**config.mk**
```make
export PLATFORM = sky130hd
export DESIGN_NAME = fpu_rr_scheduler
export DESIGN_NICKNAME = d
export VERILOG_FILES = /design/src/rtl/fpu_rr_scheduler.sv
export SDC_FILE = /design/constraint.sdc
export NUM_CORES = 1
export LEC_CHECK = 0
export ABC_AREA = 1
export BUFFER_PORTS_ARGS = -buffer_cell sky130_fd_sc_hd__buf_2
export CAP_MARGIN = 25
export CORE_AREA = 2 2 164 166
export CTS_CLUSTER_SIZE = 10
export DETAILED_ROUTE_END_ITERATION = 16
export DIE_AREA = 0 0 166 168
export PLACE_DENSITY = 0.67
export SLEW_MARGIN = 20
export SYNTH_ARGS = -nofsm -noshare
export SYNTH_HDL_FRONTEND = slang
export SYNTH_SLANG_ARGS = --single-unit
```
**constraint.sdc**
```tcl
create_clock -name clock -period 5.2 [get_ports clock]
set_clock_uncertainty 0.2 [all_clocks]
set_input_delay 1.04 -clock clock [delete_from_list [all_inputs] [get_ports clock]]
set_output_delay 1.04 -clock clock [all_outputs]
set_load 0.01 [all_outputs]
```
**src/rtl/fpu_rr_scheduler.sv**
```systemverilog
// fpu_rr_scheduler: round-robin arbiter sharing one FPU add/sub core among N_REQ requesters
module fpu_rr_scheduler #(
  parameter int N_REQ   = 4,
  parameter int ID_W    = 2,
  parameter int TIMEOUT = 64,
  parameter int CNT_W   = 16
) (
  input  logic                 clock,
  input  logic                 reset,
  input  logic [N_REQ-1:0]     req_valid,
  output logic [N_REQ-1:0]     req_ready,
  input  logic [32*N_REQ-1:0]  req_op_a,
  input  logic [32*N_REQ-1:0]  req_op_b,
  output logic                 resp_valid,
  input  logic                 resp_ready,
  output logic [ID_W-1:0]      resp_id,
  output logic [31:0]          resp_data,
  output logic [3:0]           resp_status,
  output logic                 fpu_start,
  output logic [31:0]          fpu_op_a,
  output logic [31:0]          fpu_op_b,
  input  logic                 fpu_done,
  input  logic [31:0]          fpu_result,
  input  logic [3:0]           fpu_status,
  output logic                 busy,
  output logic [CNT_W-1:0]     op_count
);
  typedef enum logic [1:0] {IDLE, ISSUE, WAIT, RESP} state_t;
  state_t state, state_nxt;
  logic [ID_W-1:0] rr_ptr, grant, idx;
  logic found;
  logic [7:0] tmo_cnt;
  logic tmo_hit;
  assign tmo_hit    = tmo_cnt == 8'(TIMEOUT - 2);
  assign req_ready  = (state == IDLE && found) ? N_REQ'(1) << grant : '0;
  assign resp_valid = state == RESP;
  assign fpu_start  = state == ISSUE;
  assign busy       = state != IDLE;
  // first valid requester at or after rr_ptr; scanning downward lets the nearest one win
  always_comb begin
    grant = '0;
    found = 1'b0;
    idx   = '0;
    for (int k = N_REQ - 1; k >= 0; k--) begin
      idx = ID_W'((int'(rr_ptr) + k) % N_REQ);
      if (req_valid[idx]) begin
        grant = idx;
        found = 1'b1;
      end
    end
  end
  // next-state logic; a done pulse in the timeout cycle still counts as done
  always_comb begin
    state_nxt = state;
    case (state)
      IDLE:    state_nxt = found ? ISSUE : IDLE;
      ISSUE:   state_nxt = WAIT;
      WAIT:    state_nxt = (fpu_done || tmo_hit) ? RESP : WAIT;
      RESP:    state_nxt = resp_ready ? IDLE : RESP;
      default: state_nxt = IDLE;
    endcase
  end
  // state register, operand capture, result capture, pointer and counter updates
  always_ff @(posedge clock or negedge reset) begin
    if (!reset) begin
      state       <= IDLE;
      rr_ptr      <= '0;
      resp_id     <= '0;
      resp_data   <= '0;
      resp_status <= '0;
      fpu_op_a    <= '0;
      fpu_op_b    <= '0;
      op_count    <= '0;
      tmo_cnt     <= '0;
    end else begin
      state <= state_nxt;
      if (state == IDLE && found) begin
        fpu_op_a <= req_op_a[32*int'(grant) +: 32];
        fpu_op_b <= req_op_b[32*int'(grant) +: 32];
        resp_id  <= grant;
      end
      if (state == ISSUE) tmo_cnt <= '0;
      if (state == WAIT) begin
        tmo_cnt <= tmo_cnt + 8'd1;
        if (fpu_done) begin
          resp_data   <= fpu_result;
          resp_status <= fpu_status;
        end else if (tmo_hit) begin
          resp_data   <= '0;
          resp_status <= 4'b1000;
        end
      end
      if (state == RESP && resp_ready) begin
        rr_ptr   <= (resp_id == ID_W'(N_REQ - 1)) ? '0 : resp_id + 1'b1;
        op_count <= op_count + 1'b1;
      end
    end
  end
endmodule

```
* After elaboration in Yosys (flattened, before gate mapping)
Index checks and enable logic that the tools add are counted.
Operators by class: add/sub/neg operators 6, multipliers 0, divide/modulo/power cells 0, order comparisons 4, equality and inequality tests 5, shift operators 3, mux-type cells 28, bitwise gates (word level) 0, reductions and logical operators 8
Operators by type and width (number):
- $shiftx A128 B8 Y32 | 2
- $mux W32 | 2
- $add A16 B1 Y16 const B | 1
- $mux W8 | 2
- $lt A2 B3 Y1 const B | 4
- $mux W2 | 6
- $mux W4 | 3
- $mux W1 | 10
- $add A8 B1 Y8 const B | 1
- $bmux W1 S2 | 4
- $eq A8 B6 Y1 const B | 1
- $pmux W2 S4 | 1
- $eq A2 B2 Y1 const B | 3
- $reduce_bool A2 Y1 | 3
- $add A2 B1 Y2 const B | 2
- $add A2 B2 Y2 const B | 2
- $shl A1 B2 Y4 const A | 1
- $eq A2 B1 Y1 const B | 1
- $logic_and A1 B1 Y1 | 2
- $logic_not A2 Y1 | 1
- $reduce_and A2 Y1 | 1
- $logic_or A1 B1 Y1 | 1
Word-level totals: flip-flop bits (word level) 130, bits in latches 0, memory bits (writable) 0, memory bits (read-only) 0, bits of input ports 300, output and inout port bits 125, logic and storage cells 63, memories 0

* Logic depth before layout (Yosys ltp)
depth after elaboration 9, depth in mapped cells 15, gate-level depth less buffers 13

* Least setup slack after synthesis
No wires, ideal clock.
kind input to output, from input req_valid[0], to output req_ready[0], arrival time 2.204 ns, slack 1.756 ns, stages 10, cell sequence inv_1 > o21ai_0 > nand2_1 > nand2_1 > inv_1 > nand2_1 > nand2_1 > buf_2 > buf_2 > nor3_1
Between the ends: cells in the longest elaborated chain, start to end 8, elaborated cells on any way between the ends 19
RTL lines:
- start, declared | line 10 | input logic [N_REQ-1:0] req_valid,
- $bmux W1 S2 | line 46 | if (req_valid[idx]) begin
- $mux W1 (implied by the code) | line 46
- $mux W2 / $mux W1 (equally long branches) (4 in series) | line 46
- $shl A1 B2 Y4 / $logic_and A1 B1 Y1 (equally long branches) | line 35 | assign req_ready = (state == IDLE && found) ? N_REQ'(1) << grant : '0;
- $mux W4 (*) | line 35
- end, declared | line 11 | output logic [N_REQ-1:0] req_ready,
Every way passes the cells marked *; elsewhere a longest branch is shown, timed or not. The select of a mux whose other input is x is not followed.

* Worst setup path after layout
from register rr_ptr[0], to output req_ready[2]
Between the ends: cells in the longest elaborated chain, start to end 9, elaborated cells on any way between the ends 22
RTL lines:
- start, declared | line 30 | logic [ID_W-1:0] rr_ptr, grant, idx;
- start signal, assigned | line 94 | rr_ptr <= (resp_id == ID_W'(N_REQ - 1)) ? '0 : resp_id + 1'b1;
- $add A2 B2 Y2 | line 45 | idx = ID_W'((int'(rr_ptr) + k) % N_REQ);
- $bmux W1 S2 | line 46
- $mux W1 (implied by the code) | line 46
- $mux W2 / $mux W1 (equally long branches) (4 in series) | line 46
- $shl A1 B2 Y4 / $logic_and A1 B1 Y1 (equally long branches) | line 35
- $mux W4 (*) | line 35
Marked as above.

==> flow_summary.yaml <==
placed_design:
  hpwl_microns: 21310
  gp_congestion: 0.8934
  placed_area_sq_um: 10840
  io_buffer_count: 424
synth:
  synth_area_sq_um: 8594
  synth_cell_types: 29
  synth_area_per_cell_sq_um: 6.511
  synth_seq_area_share: 0.3785
  yosys_warnings: 0
  synth_nets: 1629
  syn_inst: 1320
  yosys_register_bits: 130
timing:
  clock.fmax_ghz: 0.2542
  rsz0062_at_grt: "no"
  fin_crit_sh: 0.7566
  slew_headroom: 0.3893
  slew_viol_final: 0
  worstMarginPinSlew_ps: 916.0
  min_period_ps: 3934
  hold_violations: 0
  finalSetupViolCount: 0
  hold_slack_ps: 270.3
  setup-tns-final_ps: 0
floorplanning:
  initial_core_util: 0.3262
  die_y_microns: 168
  num_rows: 60
  ioPinCount: 425
  die_area_sq_um: 27890
  coreArea_sq_um: 26350
  die_x_microns: 166
clocking:
  postCtsResizedCells: 0
  clk_path_buf_depth: 2
  clockRootBuffer: "clkbuf_16"
  cts_setup_buffers: 0
  tritoncts: "built"
  clk_pin_slew_ps: 70
  clk_latency_ps: 420
  numCtsBuffers: 17
  cts_sinks: 130
  cts_hold_buf: 0
  h-tree-depth: 4
power:
  switching_power_mw: 3.871
  peakVddDrop_v: 0.0003266
  swShare: 0.5119
  power.total_mw: 7.562
  cellPowerDensity_nw_per_um2: 661.2
  sequentialPowerShare: 0.229
  p_int_mw: 3.691
  power_frac_comb: 0.610
  p_leak_nw: 7.399
  clockPowerShare: 0.161
outcome:
  outcome: "completed"
global_route:
  first_global_vias: 8964
  grtUsageTotal: 0.2067
  grt.overflow.total: 0
  grt_start_max_net_pins: 97
  antenna_found_initial: 2
  grt_pass1_wl_microns: 46310
worst_setup_path:
  crit_required_ps: 3960
  crit_top_cell: "nand2_1"
  crit_path_end_kind: "primary output"
  max_stage_delay_ps: 680
  cp_max_fo: 30
  arrival_ps: 2690
  critPathLaunchType: "flip-flop"
  crit_slowest_cell: "dfrtp_1"
  crit_chain: "o21ai_0 > nand2_1 > nand2_1 > inv_1 > nand2_1 > nand2_2 > nand2_1 > nor2_1 > buf_2"
  crit_type: "flip-flop to primary output"
hold_path:
  hold_class: "flip-flop to flip-flop"
cells_and_area:
  syn_to_final_growth_pct: 33.08
  fillerInstances: 2771
  drive_gt1_frac: 0.2789
  nNetsFinal: 2006
  final_cell_area_sq_um: 11440
route:
  ant_nets: 0
  drt_pass1_iterations: 5
  via_per_inst: 4.653
  first_iter_violations: 624
  routed_wirelength_microns: 29710
  vias: 9548
  wl_per_cell_microns: 14.48
  drc_errors: 0
job:
  maxCapViolations: 0
[cell families (layout without fill, tap and decap cells)]
family,Yosys count,count (layout),share of synthesized area
buf+inv,370,760,0.1786
xor+xnor,14,14,0.01427
other cells,0,1,0
simple gates,740,740,0.3648
flops,130,130,0.3785
fa+ha+maj,9,9,0.01310
compound gates,57,57,0.05066
[final cells by class]
class                           count  area (sq um)  share of cell area
Inverter                          293          1100             0.09616
Multi-Input combinational cell    820          3849              0.3365
Timing Repair Buffer              435          2211              0.1933
Sequential cell                   130          3253              0.2844
Clock buffer                       17         425.4             0.03720
Antenna cell                        1         2.502           0.0002188
Clock inverter                     15         170.2             0.01488
Tap cell                          341         426.7             0.03730
[synthesized netlist by cell type]
cell | count | share of area
a21o_1 | 1 | 0.00087
a21oi_1 | 5 | 0.0029
a22o_1 | 35 | 0.036
a31oi_1 | 3 | 0.0022
a41oi_1 | 1 | 0.0010
buf_1 | 1 | 0.00044
buf_2 | 42 | 0.024
buf_4 | 3 | 0.0026
buf_6 | 11 | 0.014
clkbuf_1 | 20 | 0.0087
dfrtp_1 | 130 | 0.38
ha_1 | 9 | 0.013
inv_1 | 292 | 0.13
inv_2 | 1 | 0.00044
nand2_1 | 440 | 0.19
nand2_2 | 1 | 0.00073
nand3_1 | 265 | 0.15
nand4_1 | 1 | 0.00073
nor2_1 | 22 | 0.0096
nor3_1 | 7 | 0.0041
nor3b_1 | 2 | 0.0017
nor4_1 | 2 | 0.0015
o21ai_0 | 6 | 0.0035
o21ai_1 | 2 | 0.0012
o21ai_2 | 1 | 0.0010
o22ai_1 | 2 | 0.0015
o31ai_1 | 1 | 0.00087
xnor2_1 | 4 | 0.0041
xor2_1 | 10 | 0.010
[stage by stage]
stage	cells	setup WS (ps)	util
floorplan	1320	1756	-
global placement	2019	1280	0.4113
detailed placement	2019	1244	0.4113
CTS	2051	1188	0.4340
global route	2052	1012	0.4340
finish	2052	1266	0.4340
[worst max-delay path, delay by kind of cell (launching register included)]
family                 cells  cell delay, ps
DFF                        1             680
buffers and inverters      2             230
and+or+nand+nor            6            1130
AOI/OAI and AO/OA          1             230
[per-layer routing]
| metal | global-route usage | up-vias | wire length (microns) |
|---|---|---|---|
| met5 | 0 | - | 13 |
| met4 | 0.06994 | 2 | 642 |
| met3 | 0.04090 | 43 | 1804 |
| met2 | 0.3792 | 354 | 15190 |
| met1 | 0.2407 | 4380 | 12060 |
| li1 | - | 4769 | - |
[power by group through the flow]
stage	registers [mW]	clock network [mW]	logic [mW]
2_1_floorplan	1.89	0	3.20
3_3_place_gp	1.73	0	4.59
3_5_place_dp	1.74	0	4.65
4_1_cts	1.73	1.25	4.67
5_1_grt	1.78	1.30	5.22
6_report	1.73	1.22	4.61
[layout by cell type (no fill, tap or decap), types with 3 or more instances in the layout]
master / count
dfrtp_1: 130
xor2_1: 10
nor3_1: 7
nor2_1: 21
nand3_1: 264
inv_1: 290
a22o_1: 35
o21ai_0: 6
a21oi_1: 5
ha_1: 9
nand2_1: 438
xnor2_1: 4
inv_8: 6
a31oi_1: 3
buf_2: 423
buf_4: 11
clkinv_4: 3
inv_2: 3
clkbuf_16: 17
[state kept, by name, summed over array words and instances (netlist names)]
signal,cells
fpu_op_a,32
fpu_op_b,32
resp_data,32
op_count,16
tmo_cnt,8
resp_status,4
resp_id,2
rr_ptr,2
state,2
[path summary, 6_finish.rpt]
| path | startpoint | endpoint | slack, ps | cells after the start |
|---|---|---|---|---|
| worst min register to register | op_count[15] | op_count[15] | 270 | 1 |
| worst max register to register | rr_ptr[0] | fpu_op_b[11] | 1700 | 13 |
| worst min-delay path | op_count[15] | op_count[15] | 270 | 1 |
| max in group asynchronous | reset | resp_data[1] | 3230 | 2 |
| worst max-delay path | rr_ptr[0] | req_ready[2] | 1270 | 9 |
| min in group asynchronous | reset | op_count[10] | 510 | 1 |
No activity file was read; power rests on OpenSTA's default activity.
